--- src/rtl/rawrec_stream_ctrl.sv ---
// Pairs left/right audio samples into stereo frames and buffers them in a FIFO.
// It then streams each frame to the UART byte by byte, putting a sync marker in
// front of a frame at regular intervals.
// Define RAWREC_STATUS_BYTE_EN to append the snapshotted overrun count after the sync marker.
module rawrec_stream_ctrl #(
    parameter int          FIFO_DEPTH    = 16,
    parameter int          SYNC_INTERVAL = 256,
    parameter logic [7:0]  SYNC_BYTE0    = 8'hA5,
    parameter logic [7:0]  SYNC_BYTE1    = 8'h5A
) (
    input  logic                          clk,
    input  logic                          nreset,
    input  logic                          arm,
    input  logic                          smp_valid,
    input  logic                          smp_ch,
    input  logic [15:0]                   smp_data,
    output logic [7:0]                    tx_data,
    output logic                          tx_valid,
    input  logic                          tx_ready,
    output logic                          busy,
    output logic [7:0]                    overrun_cnt,
    output logic [$clog2(FIFO_DEPTH):0]   fifo_level
);

    localparam int AW = $clog2(FIFO_DEPTH);
    localparam int LW = AW + 1;
    localparam int CW = $clog2(SYNC_INTERVAL) + 1;

    typedef enum logic [2:0] {
        ST_IDLE  = 3'd0,
        ST_SYNC0 = 3'd1,
        ST_SYNC1 = 3'd2,
`ifdef RAWREC_STATUS_BYTE_EN
        ST_STAT  = 3'd3,
`endif
        ST_LH    = 3'd4,
        ST_LL    = 3'd5,
        ST_RH    = 3'd6,
        ST_RL    = 3'd7
    } state_t;

    state_t          state_q, state_d;
    logic            arm_q;
    logic            pend_q, pend_d;
    logic [15:0]     left_q, left_d;
    logic [AW-1:0]   wptr_q, wptr_d, rptr_q, rptr_d;
    logic [LW-1:0]   level_q, level_d;
    logic [7:0]      ovr_q, ovr_d;
    logic [31:0]     frame_q, frame_d;
    logic [CW-1:0]   cnt_q, cnt_d;
    logic            sync_due_q, sync_due_d;
    logic [7:0]      stat_q, stat_d;
    logic [7:0]      tx_data_q, tx_data_d;
    logic            tx_valid_q, tx_valid_d;
    logic            busy_q, busy_d;
    logic [31:0]     mem_q [FIFO_DEPTH];

    logic            xfer_s, fifo_empty_s, fifo_full_s, rl_done_s, due_now_s;
    logic            push_req_s, push_s, pop_s, drop_s, enter_sync0_s;
    logic [CW-1:0]   cnt_inc_s;

    // Handshake, FIFO arbitration and the sync decision made when a frame completes.
    always_comb begin
        xfer_s       = tx_valid_q & tx_ready;
        fifo_empty_s = (level_q == LW'(0));
        fifo_full_s  = (level_q == LW'(FIFO_DEPTH));
        rl_done_s    = (state_q == ST_RL) & xfer_s;
        cnt_inc_s    = cnt_q + CW'(1);
        due_now_s    = sync_due_q | (rl_done_s & (cnt_inc_s == CW'(SYNC_INTERVAL)));
        push_req_s   = arm & smp_valid & smp_ch & pend_q;
        pop_s        = ~fifo_empty_s & ((state_q == ST_IDLE) | rl_done_s);
        push_s       = push_req_s & (~fifo_full_s | pop_s);
        drop_s       = push_req_s & fifo_full_s & ~pop_s;
    end

    // State register.
    always_ff @(posedge clk) begin
        if (!nreset) begin
            state_q <= ST_IDLE;
        end else begin
            state_q <= state_d;
        end
    end

    // Next-state logic; every state except IDLE advances only on a byte transfer.
    always_comb begin
        state_d = state_q;
        case (state_q)
            ST_IDLE:  state_d = fifo_empty_s ? ST_IDLE : (due_now_s ? ST_SYNC0 : ST_LH);
            ST_SYNC0: state_d = xfer_s ? ST_SYNC1 : ST_SYNC0;
`ifdef RAWREC_STATUS_BYTE_EN
            ST_SYNC1: state_d = xfer_s ? ST_STAT : ST_SYNC1;
            ST_STAT:  state_d = xfer_s ? ST_LH : ST_STAT;
`else
            ST_SYNC1: state_d = xfer_s ? ST_LH : ST_SYNC1;
`endif
            ST_LH:    state_d = xfer_s ? ST_LL : ST_LH;
            ST_LL:    state_d = xfer_s ? ST_RH : ST_LL;
            ST_RH:    state_d = xfer_s ? ST_RL : ST_RH;
            ST_RL: begin
                if (xfer_s) begin
                    state_d = fifo_empty_s ? ST_IDLE : (due_now_s ? ST_SYNC0 : ST_LH);
                end else begin
                    state_d = ST_RL;
                end
            end
            default:  state_d = ST_IDLE;
        endcase
    end

    // Sample pairing, FIFO bookkeeping, overrun counting and sync scheduling.
    always_comb begin
        left_d = left_q;
        pend_d = pend_q;
        if (!arm) begin
            pend_d = 1'b0;
        end else if (smp_valid && !smp_ch) begin
            pend_d = 1'b1;
            left_d = smp_data;
        end else if (push_req_s) begin
            pend_d = 1'b0;
        end else begin
            pend_d = pend_q;
        end

        wptr_d  = push_s ? wptr_q + AW'(1) : wptr_q;
        rptr_d  = pop_s ? rptr_q + AW'(1) : rptr_q;
        level_d = level_q + LW'(push_s) - LW'(pop_s);
        ovr_d   = (drop_s && (ovr_q != 8'hFF)) ? ovr_q + 8'd1 : ovr_q;
        frame_d = pop_s ? mem_q[rptr_q] : frame_q;

        enter_sync0_s = (state_d == ST_SYNC0) & (state_q != ST_SYNC0);
        cnt_d      = rl_done_s ? cnt_inc_s : cnt_q;
        sync_due_d = due_now_s;
        if (enter_sync0_s) begin
            cnt_d      = CW'(0);
            sync_due_d = 1'b0;
        end else begin
            cnt_d      = cnt_d;
        end
        // A fresh capture session always starts with a sync marker.
        if (arm && !arm_q) begin
            sync_due_d = 1'b1;
        end else begin
            sync_due_d = sync_due_d;
        end
        stat_d = enter_sync0_s ? ovr_q : stat_q;
    end

    // Output byte selection from the state being entered, so outputs come from flops.
    always_comb begin
        tx_valid_d = (state_d != ST_IDLE);
        busy_d     = tx_valid_d | (level_d != LW'(0));
        case (state_d)
            ST_SYNC0: tx_data_d = SYNC_BYTE0;
            ST_SYNC1: tx_data_d = SYNC_BYTE1;
`ifdef RAWREC_STATUS_BYTE_EN
            ST_STAT:  tx_data_d = stat_d;
`endif
            ST_LH:    tx_data_d = frame_d[31:24];
            ST_LL:    tx_data_d = frame_d[23:16];
            ST_RH:    tx_data_d = frame_d[15:8];
            ST_RL:    tx_data_d = frame_d[7:0];
            default:  tx_data_d = 8'h00;
        endcase
    end

    // Control and output registers.
    always_ff @(posedge clk) begin
        if (!nreset) begin
            arm_q      <= 1'b0;
            pend_q     <= 1'b0;
            left_q     <= 16'h0000;
            wptr_q     <= AW'(0);
            rptr_q     <= AW'(0);
            level_q    <= LW'(0);
            ovr_q      <= 8'h00;
            frame_q    <= 32'h0000_0000;
            cnt_q      <= CW'(0);
            sync_due_q <= 1'b1;
            stat_q     <= 8'h00;
            tx_data_q  <= 8'h00;
            tx_valid_q <= 1'b0;
            busy_q     <= 1'b0;
        end else begin
            arm_q      <= arm;
            pend_q     <= pend_d;
            left_q     <= left_d;
            wptr_q     <= wptr_d;
            rptr_q     <= rptr_d;
            level_q    <= level_d;
            ovr_q      <= ovr_d;
            frame_q    <= frame_d;
            cnt_q      <= cnt_d;
            sync_due_q <= sync_due_d;
            stat_q     <= stat_d;
            tx_data_q  <= tx_data_d;
            tx_valid_q <= tx_valid_d;
            busy_q     <= busy_d;
        end
    end

    // Frame storage; contents need no reset because the level counter qualifies them.
    always_ff @(posedge clk) begin
        if (push_s) begin
            mem_q[wptr_q] <= {left_q, smp_data};
        end
    end

    assign tx_data     = tx_data_q;
    assign tx_valid    = tx_valid_q;
    assign busy        = busy_q;
    assign overrun_cnt = ovr_q;
    assign fifo_level  = level_q;

endmodule

--- config.mk ---
export PLATFORM = sky130hd
export DESIGN_NAME = rawrec_stream_ctrl
export DESIGN_NICKNAME = d
export VERILOG_FILES = /design/src/rtl/rawrec_stream_ctrl.sv
export SDC_FILE = /design/constraint.sdc
export NUM_CORES = 1
export LEC_CHECK = 0
export CAP_MARGIN = 20
export CORE_MARGIN = 5
export CORE_UTILIZATION = 29
export CTS_CLUSTER_SIZE = 16
export DETAILED_ROUTE_END_ITERATION = 6
export GPL_TIMING_DRIVEN = 0
export PLACE_DENSITY_LB_ADDON = 0.2
export SYNTH_ARGS = -nofsm -noshare
export SYNTH_HDL_FRONTEND = slang
export SYNTH_SLANG_ARGS = --single-unit
--- constraint.sdc ---
create_clock -name clk -period 9.5 [get_ports clk]
set_input_delay 1.9 -clock clk [delete_from_list [all_inputs] [get_ports clk]]
set_output_delay 1.9 -clock clk [all_outputs]
set_load 0.03 [all_outputs]
==> impl_metrics.py <==
metrics = {
    "timing": {
        "slew_headroom": 0.279,
        "rsz0062_at_grt": "false",
        "fmax_ghz": 0.183,
        "slew_viol_final": 0,
        "skew_ns": 0.0315,
        "post-route-period-util": 0.576,
        "worstMarginPinSlew_ns": 1.08,
        "min_period_ns": 5.48,
        "fin_ws_ns": 4.02,
        "hold_viol_final": 0,
        "setup_viol": 0,
    },
    "power_and_ir_drop": {
        "sw_frac_of_total": 0.288,
        "combPwrFrac": 0.237,
        "power_frac_clock": 0.350,
        "share_seq_of_total_power": 0.413,
        "peakVddDrop_mv": 0.123,
        "p_switching_uw": 2130,
        "p_leak_uw": 0.00889,
        "total_power_uw": 7390,
        "p_int_uw": 5260,
        "power_density_mw_per_mm2": 259,
    },
    "final_layout": {
        "seq_area_mm2": 0.0173,
        "area_growth_pct": 20.0,
        "multi_input_area_mm2": 0.00604,
        "drive_gt1_frac": 0.230,
        "finalNetCount": 1461,
        "fill_cells": 7681,
        "insertedDiodeCount": 0,
    },
    "setup_path": {
        "crit_family": "buffers and inverters",
        "slowest_stage": "clkdlybuf4s50_1",
        "path_depth": 19,
        "crit_type": "in2reg",
        "path_cells": "clkdlybuf4s50_1 -> nand4_1 -> a2bb2oi_1 -> or2_2 -> inv_1 -> buf_2 -> buf_4 -> buf_2 -> ha_1 -> inv_1 -> ha_1 -> inv_1 -> fa_1 -> inv_1 -> a21oi_1 -> nor2_1 -> or3_1 -> a21oi_1 -> or4_1",
        "cp_max_fo": 10,
        "end_kind": "flop",
        "path_buf_inv": 8,
        "cpMostUsedCell": "inv_1",
        "max_stage_delay_ns": 0.55,
        "r2r_cells": 18,
        "crit_path_start_kind": "input pin",
        "crit_arrival_ns": 5.94,
        "cp.required_ns": 9.97,
    },
    "synth": {
        "avgSynthCellArea_um2": 18.7,
        "yosys.area.top_type": "edfxtp_1",
        "ys.flop_type": "edfxtp_1",
        "synth_nets": 1306,
        "ys_ff_latch": 610,
        "synth_edf_count": 512,
        "synthTopCellsByCount": "edfxtp_1 (512), mux4_2 (133), nand2_1 (106), dfxtp_1 (98), nor2_1 (72)",
        "yosysTopAreaCellShare": 0.647,
        "synth.area.top_cells": "edfxtp_1 (65%), mux4_2 (13%), dfxtp_1 (8.3%)",
        "async_reset_ff_frac": 0,
        "synth_cell_types": 63,
        "synth_most_common_cell": "edfxtp_1",
        "syn-instance-count": 1269,
        "ys_seq_area_frac": 0.730,
        "yosysWarnings": 0,
        "syn_area_mm2": 0.0238,
    },
    "cts": {
        "cts_setup_buffers": 0,
        "holdBufCountCts": 0,
        "htree_num_levels": 3,
        "tritoncts": "yes",
        "cts_sinks": 610,
        "insertion_delay_ns": 0.62,
        "clockBufferDepth": 3,
        "cts-resized-gates": 0,
        "clk_pin_slew_ns": 0.06,
        "cts_root_buf": "clkbuf_16",
        "numCtsBuffers": 68,
    },
    "die": {
        "ios": 45,
        "start_util": 0.291,
        "fp.dieH_um": 296,
        "die_w_um": 296,
        "num_rows": 105,
        "die-area_mm2": 0.0877,
        "coreArea_mm2": 0.0817,
    },
    "placed_design": {
        "io_buffers": 44,
        "gp_congestion": 0.812,
        "dp_slack_ns": 3.44,
        "hpwl_um": 42900,
    },
    "detailed_routing": {
        "drt_pass1_iterations": 5,
        "via_per_inst": 4.86,
        "drt_iter0_drc": 1070,
        "detail-route-antenna-nets": 0,
        "wl_um": 64900,
        "vias": 12374,
        "remaining_drc_errors": 0,
        "wl_per_cell_um": 25.5,
    },
    "grt": {
        "grt_pass1_wl_um": 93600,
        "grt_max_degree": 21,
        "grt_pass1_vias": 12810,
        "overflow": 0,
        "track_usage": 0.149,
        "antenna_found_initial": 0,
    },
    "hold_path": {
        "worstHoldPathType": "reg2reg",
        "hold-path-cell-count": 2,
    },
    "job": {
        "cap_viol_max_count": 0,
    },
    "outcome": {
        "run_status": "finished clean",
    },
}
## worst register-to-register path, cell delays in order, from the launching register on
cell and delay (ns):
dfxtp_1 0.36, clkinv_1 0.27, a2bb2oi_1 0.25, or2_2 0.30
inv_1 0.13, buf_2 0.29, buf_4 0.26, buf_2 0.29
ha_1 0.28, inv_1 0.05, ha_1 0.15, inv_1 0.06
fa_1 0.43, inv_1 0.07, a21oi_1 0.06, nor2_1 0.11
or3_1 0.12, a21oi_1 0.07, or4_1 0.46
## worst paths after layout
kind / start / end / slack [ns]
worst max-delay path: tx_ready / busy / 4.02
worst min-delay path: frame_q[7] / frame_q[7] / 0.46
worst min register to register: frame_q[7] / frame_q[7] / 0.46
worst max register to register: state_q[2] / busy / 5.36
## routing by layer
| layer | vias to the layer above | track usage | wire length (µm) |
|---|---|---|---|
| li1 | 5382 | - | - |
| met1 | 6577 | 0.205 | 29100 |
| met2 | 329 | 0.245 | 31300 |
| met3 | 86 | 0.0266 | 2880 |
| met4 | 0 | 0.0403 | 1670 |
| met5 | - | 0 | 0 |
## cells in the final DEF, fill, tap and decap left out, types with 15 or more instances in the layout
| cell type | n |
|---|---|
| a21oi_1 | 40 |
| mux2i_1 | 34 |
| clkbuf_16 | 70 |
| xor2_1 | 16 |
| buf_2 | 22 |
| buf_6 | 22 |
| clkdlybuf4s50_1 | 44 |
| mux4_1 | 15 |
| dfxtp_1 | 98 |
| nand2_1 | 106 |
| clkbuf_1 | 37 |
| inv_1 | 19 |
| nor2_1 | 60 |
| nand3_1 | 15 |
| mux4_2 | 133 |
| buf_12 | 16 |
| edfxtp_1 | 512 |
## metrics by stage
stage	hold WS (ns)	TNS (ns)	instances	area, µm²	utilization
4_1_cts	0.459	0	2545	28500	0.349
2_1_floorplan	0.432	0	1269	23800	-
3_5_place_dp	0.451	0	2424	26300	0.322
3_3_place_gp	0.444	-100.60	2383	25500	0.313
5_1_grt	0.477	0	2545	28500	0.349
6_report	0.456	0	2545	28500	0.349
## final cells by class
class | instances | share of cell area
sequential | 610 | 0.608
multi-input combinational | 573 | 0.212
clock buffer | 101 | 0.0697
tap | 1070 | 0.0470
timing repair buffer | 85 | 0.0385
buffer | 65 | 0.0145
clock inverter | 20 | 0.00755
inverter | 21 | 0.00276
## registers in the layout, summed over array words and instances, names as in the netlist, 3 cells and up, named ones only
signal       cells
left_q          16
mem_q          512
cnt_q            9
rptr_q           4
frame_q         32
fifo_level       5
overrun_cnt      8
tx_data          8
state_q          3
wptr_q           4
## cell families (layout without fill, tap and decap cells)
group,after synthesis,count (layout),share of synthesized area
DFF,610,610,0.730
adders and majority gates,15,15,0.00822
muxes,184,184,0.158
xor gates and xnor gates,27,27,0.00995
AOI/OAI and AO/OA,94,94,0.0260
and+or+nand+nor,253,253,0.0475
buffers and inverters,86,292,0.0207
## power by group through the flow
stage               clock network, µW  logic (µW)  registers (µW)
finish                           2590        1750            3060
global route                     2770        1890            3070
CTS                              2650        1790            3060
detailed placement                  0        1780            3110
global placement                    0        1760            3110
floorplan                           0        1140            3140
Note: power is estimated with default switching activity, not from simulation.
